--- src/rtl/fifo_pkg.sv ---
// Shared FIFO definitions: default pointer width and Gray/binary helpers used
// by both the read-side and write-side pointer handlers.
package fifo_pkg;

    localparam int unsigned PTR_WIDTH_DEF = 3;
    localparam int unsigned CONV_W        = 32;

    function automatic logic [CONV_W-1:0] bin2gray(input logic [CONV_W-1:0] bin);
        return bin ^ (bin >> 1);
    endfunction

    function automatic logic [CONV_W-1:0] gray2bin(input logic [CONV_W-1:0] gray);
        logic [CONV_W-1:0] bin;
        bin = '0;
        for (int unsigned i = 0; i < CONV_W; i++) begin
            bin[i] = ^(gray >> i);
        end
        return bin;
    endfunction

endpackage

--- src/rtl/gray2bin.sv ---
// Parameterised Gray-to-binary converter: bit i is the XOR of Gray bits i..MSB.
module gray2bin #(
    parameter int unsigned WIDTH = 4
) (
    input  logic [WIDTH-1:0] gray,
    output logic [WIDTH-1:0] bin
);

    always_comb begin
        bin = '0;
        for (int unsigned i = 0; i < WIDTH; i++) begin
            bin[i] = ^(gray >> i);
        end
    end

endmodule

--- src/rtl/r_ptr_handler.sv ---
// Read-side pointer handler for an asynchronous FIFO: binary/Gray read
// pointers, empty/almost-empty flags, read-side occupancy and sticky underflow.
module r_ptr_handler
    import fifo_pkg::*;
#(
    parameter int unsigned PTR_WIDTH = PTR_WIDTH_DEF,
    parameter int unsigned AE_THRESH = 1
) (
    input  logic                 rclk,
    input  logic                 rst,
    input  logic                 r_en,
    input  logic [PTR_WIDTH:0]   g_wptr_sync,
    output logic [PTR_WIDTH:0]   b_rptr,
    output logic [PTR_WIDTH:0]   g_rptr,
    output logic                 rd_ack,
    output logic                 empty,
    output logic                 almost_empty,
    output logic [PTR_WIDTH:0]   rd_count,
    output logic                 underflow
);

    localparam int unsigned PW1 = PTR_WIDTH + 1;
    localparam logic [PTR_WIDTH:0] AE_LIMIT = PW1'(AE_THRESH);

    logic [PTR_WIDTH:0] b_rptr_next;
    logic [PTR_WIDTH:0] g_rptr_next;
    logic [PTR_WIDTH:0] wbin;
    logic [PTR_WIDTH:0] count_next;

    gray2bin #(
        .WIDTH(PW1)
    ) u_wptr_g2b (
        .gray(g_wptr_sync),
        .bin (wbin)
    );

    // Flags and count are computed from the next pointer so they settle on the
    // same edge as the read that empties the FIFO.
    always_comb begin
        rd_ack      = r_en & ~empty;
        b_rptr_next = b_rptr + {{PTR_WIDTH{1'b0}}, rd_ack};
        g_rptr_next = PW1'(bin2gray(CONV_W'(b_rptr_next)));
        count_next  = wbin - b_rptr_next;
    end

    always_ff @(posedge rclk) begin
        if (rst) begin
            b_rptr       <= '0;
            g_rptr       <= '0;
            empty        <= 1'b1;
            almost_empty <= 1'b1;
            rd_count     <= '0;
            underflow    <= 1'b0;
        end else begin
            b_rptr       <= b_rptr_next;
            g_rptr       <= g_rptr_next;
            empty        <= (g_rptr_next == g_wptr_sync);
            almost_empty <= (count_next <= AE_LIMIT);
            rd_count     <= count_next;
            underflow    <= underflow | (r_en & empty);
        end
    end

endmodule

--- config.mk ---
export PLATFORM = sky130hd
export DESIGN_NAME = r_ptr_handler
export DESIGN_NICKNAME = d
export VERILOG_FILES = /design/src/rtl/fifo_pkg.sv /design/src/rtl/gray2bin.sv /design/src/rtl/r_ptr_handler.sv
export SDC_FILE = /design/constraint.sdc
export NUM_CORES = 1
export LEC_CHECK = 0
export BUFFER_PORTS_ARGS = -buffer_cell sky130_fd_sc_hd__buf_2
export CORE_ASPECT_RATIO = 1.2
export CORE_UTILIZATION = 30
export CTS_CLUSTER_DIAMETER = 150
export CTS_CLUSTER_SIZE = 14
export DETAILED_ROUTE_END_ITERATION = 16
export PLACE_DENSITY = 0.59
export REMOVE_ABC_BUFFERS = 1
export SYNTH_ARGS = -nofsm -noshare
export SYNTH_HDL_FRONTEND = slang
export SYNTH_SLANG_ARGS = --single-unit
--- constraint.sdc ---
create_clock -name rclk -period 2.81 [get_ports rclk]
set_input_delay 0.1405 -clock rclk [delete_from_list [all_inputs] [get_ports rclk]]
set_output_delay 0.1405 -clock rclk [all_outputs]
set_load 0.05 [all_outputs]
==> results.md <==
* Status: finished, final reports clean
* Worst hold-check path type: in -> reg
* First DRT Iteration DRCs at 3
* Layout cell share with drive strength beyond 1 at a little over a third
* Crit start category: flip-flop
* Worst Path Class, Setup: reg -> reg
* Post-synth cell types at 23
* Boundary Pins at 23
* Fillers at between 200 and 250
* Clock period minus worst slack at between 2 and 2.5 ns
* Most instantiated flip-flop cell in the synthesis netlist: sky130_fd_sc_hd__dfxtp_1
* Cell Count Post-Placement at between 100 and 150
* CP Capture Type: flip-flop
* Total gr overflow at 0
* Crit path required time at between 2 and 3 ns
* Post-route fraction of the period consumed by the critical path at between 80% and 90%
* CTS tree: done
* Initial Utilization at roughly 33%
* CTS Root Buffer Type: sky130_fd_sc_hd__clkbuf_4
* Number of maximum-capacitance constraint violations at 0
* Seq cells post-synth at 14
* Peak Freq at between 0.4 and 0.5 GHz
* Number of synthesized flops with an enable pin at 0
* Largest fanout on the critical path at 5
* Worst vdd rail ir drop at ~0.35 mV
* Num Clock Sinks at 14
* Final nets at roughly 100
* Synth area leaders: sky130_fd_sc_hd__dfxtp_1 40%, sky130_fd_sc_hd__xor2_1 10%, sky130_fd_sc_hd__ha_1 9.0%
* Antenna fix cells at 0
* Post-route setup TNS at 0 ns
* Count of endpoints failing hold in the final timing report at 0
* Tightest Pin Transition at 0.4557 ns
* Global-route wire length before repair at roughly 2100 um
* Number of gates resized after CTS at 0
* Post-synthesis sequential area ratio at 40.29%
* Initial antenna violation count at 0
* Largest clock skew in the final design at approximately 0.0031 ns
* Hold-fix buffers at CTS at 0
* Total number of H-tree levels at 1
* Clock Pin Slew Worst Setup and Hold Paths at ~0.080 ns
* Unrepaired setup endpoints after global routing: false
* Leak Pwr at around 0.44 nW
* Critical Path AT at 2.59 ns
* Setup-failing EPs final at 0
* Slack of the critical path at 0.3970 ns
* Post-synthesis async set-or-reset flop share at 0%
* Layout overhead on the synthesized area at 24.28%
* Combined area of all synthesized cells at between 600 and 700 um^2
* Final number of max-transition violations at 0
* Average cell area after synthesis at about 10 um^2
* Pin count of the biggest net entering global routing at 15
* Post-synthesis instance total at 67
* Die footprint at 2516 um^2
* Routed via count divided by cell count at 4.317
* Worst slack at placement at roughly 0.44 ns
* Inserted Clock Buffers at 3
* Count of buffers from port buffering at 22
* Cell type contributing the most total cell area after synthesis: sky130_fd_sc_hd__dfxtp_1
* Number of buffers inserted by post-CTS setup repair at 0
* Smallest hold slack at between 0.1 and 0.15 ns
* Total core area at ~2100 um^2
* Vertical extent of the die at ~55 um
* Buffer depth of the longest clock path at 2
* Worst slew margin at 69.40%
* Drt first pass iters at 4
* Die width at around 46 um
* Vias in the first global route at ~480
* DRC violation count after routing at 0
* # rows at 18
* HPWL after DPL at 982.9 um
* Clock latency at the later pin of the worst-skew pair at 0.27 ns
* Global placer's final weighted congestion at ~0.76
* Number of nets with antenna violations after routing at 0
* Via count at just over 500
* Power per standard cell area at about 640 nW/um^2
* Portion of synthesized cell area occupied by the leading cell type at around 40%
* Synthesis Warnings at 0
* Post-detailed-routing wire length at about 1300 um
* Global Route Usage Sum at about an eighth
* Avg WL per Cell at 10.78 um
* Non-filler instance count after layout at 120
-- logic make-up after synthesis --
| family | Yosys count | share of synthesized area [%] |
|---|---|---|
| compound gates | 8 | 9.713 |
| xor+xnor | 15 | 23.74 |
| fa+ha+maj | 5 | 8.993 |
| buf+inv | 6 | 3.778 |
| flops | 14 | 40.29 |
| mux | 1 | 1.439 |
| simple gates | 18 | 12.05 |
-- Yosys cell counts, drive strengths merged (2+ instances only) --
library cell / count
a21oi: 2
a31o: 2
clkbuf: 2
dfxtp: 14
ha: 5
inv: 3
nand2: 2
nor2: 9
nor2b: 3
or2: 2
xnor2: 5
xor2: 8
-- area by class of cell --
type	count	area (um^2)	share of cell area, %
flip-flops and latches	14	280.3	32.42
inverters	3	11.26	1.302
clock buffers	4	36.28	4.197
repair buffers	22	110.1	12.74
well taps	30	37.54	4.342
multi-input cells	47	389.1	45.01
-- registers in the layout, summed over array words and instances (netlist names) --
signal / count
almost_empty: 1
b_rptr: 4
empty: 1
g_rptr: 3
rd_count: 4
underflow: 1
-- power breakdown --
group / switching, mW / internal [mW] / total, mW
combinational: 0.128 / 0.0607 / 0.189
sequential: 0.00652 / 0.218 / 0.225
clock: 0.0629 / 0.0787 / 0.142
-- metrics by stage --
step	util, %	area, um^2	power [mW]
after floorplan	-	680.7	0.3767
after global placement	39.13	828.3	0.4159
after detailed placement	39.13	828.3	0.4175
after CTS	40.84	864.6	0.5644
after global routing	40.84	864.6	0.5912
final	40.84	864.6	0.5549
-- cell usage in the layout (no fill, tap or decap), drive strengths merged --
cell type	n
buf	22
nor2	9
ha	5
xnor2	5
a21oi	2
o221ai	1
clkbuf	4
or2	2
nand2b	1
nand3	1
inv	3
a21bo	1
xor2	8
nand2	2
dfxtp	14
xor3	1
nor2b	3
mux2i	1
a31o	2
xnor3	1
o21bai	1
a21boi	1
-- path summary, 6_finish.rpt --
kind / startpoint / end / slack, ns / depth (start not counted)
setup reg to reg: empty$_SDFF_PP1_ / almost_empty$_SDFF_PP1_ / 0.40 / 9
setup / recovery: empty$_SDFF_PP1_ / almost_empty$_SDFF_PP1_ / 0.40 / 9
hold / removal: r_en / underflow$_SDFF_PP0_ / 0.11 / 3
hold reg to reg: underflow$_SDFF_PP0_ / underflow$_SDFF_PP0_ / 0.47 / 2
-- per-layer routing --
metal | GRT usage, % | up-vias | share of wire [%]
li1 | - | 262 | -
met1 | 14.88 | 240 | 46
met2 | 18.54 | 16 | 49
met3 | 4.290 | 0 | 5.4
met4 | 5.882 | 0 | 0
met5 | 0 | - | 0
-- critical path, cell delays in order (launching register included) --
cell and delay, ns:
sky130_fd_sc_hd__dfxtp_1 0.36, sky130_fd_sc_hd__nor2b_1 0.07, sky130_fd_sc_hd__ha_1 0.22, sky130_fd_sc_hd__ha_1 0.22
sky130_fd_sc_hd__xnor2_1 0.41, sky130_fd_sc_hd__ha_1 0.34, sky130_fd_sc_hd__a21bo_2 0.21, sky130_fd_sc_hd__o221ai_2 0.10
sky130_fd_sc_hd__xnor2_1 0.16, sky130_fd_sc_hd__a31o_1 0.22
Note: power is estimated with default switching activity, not from simulation.
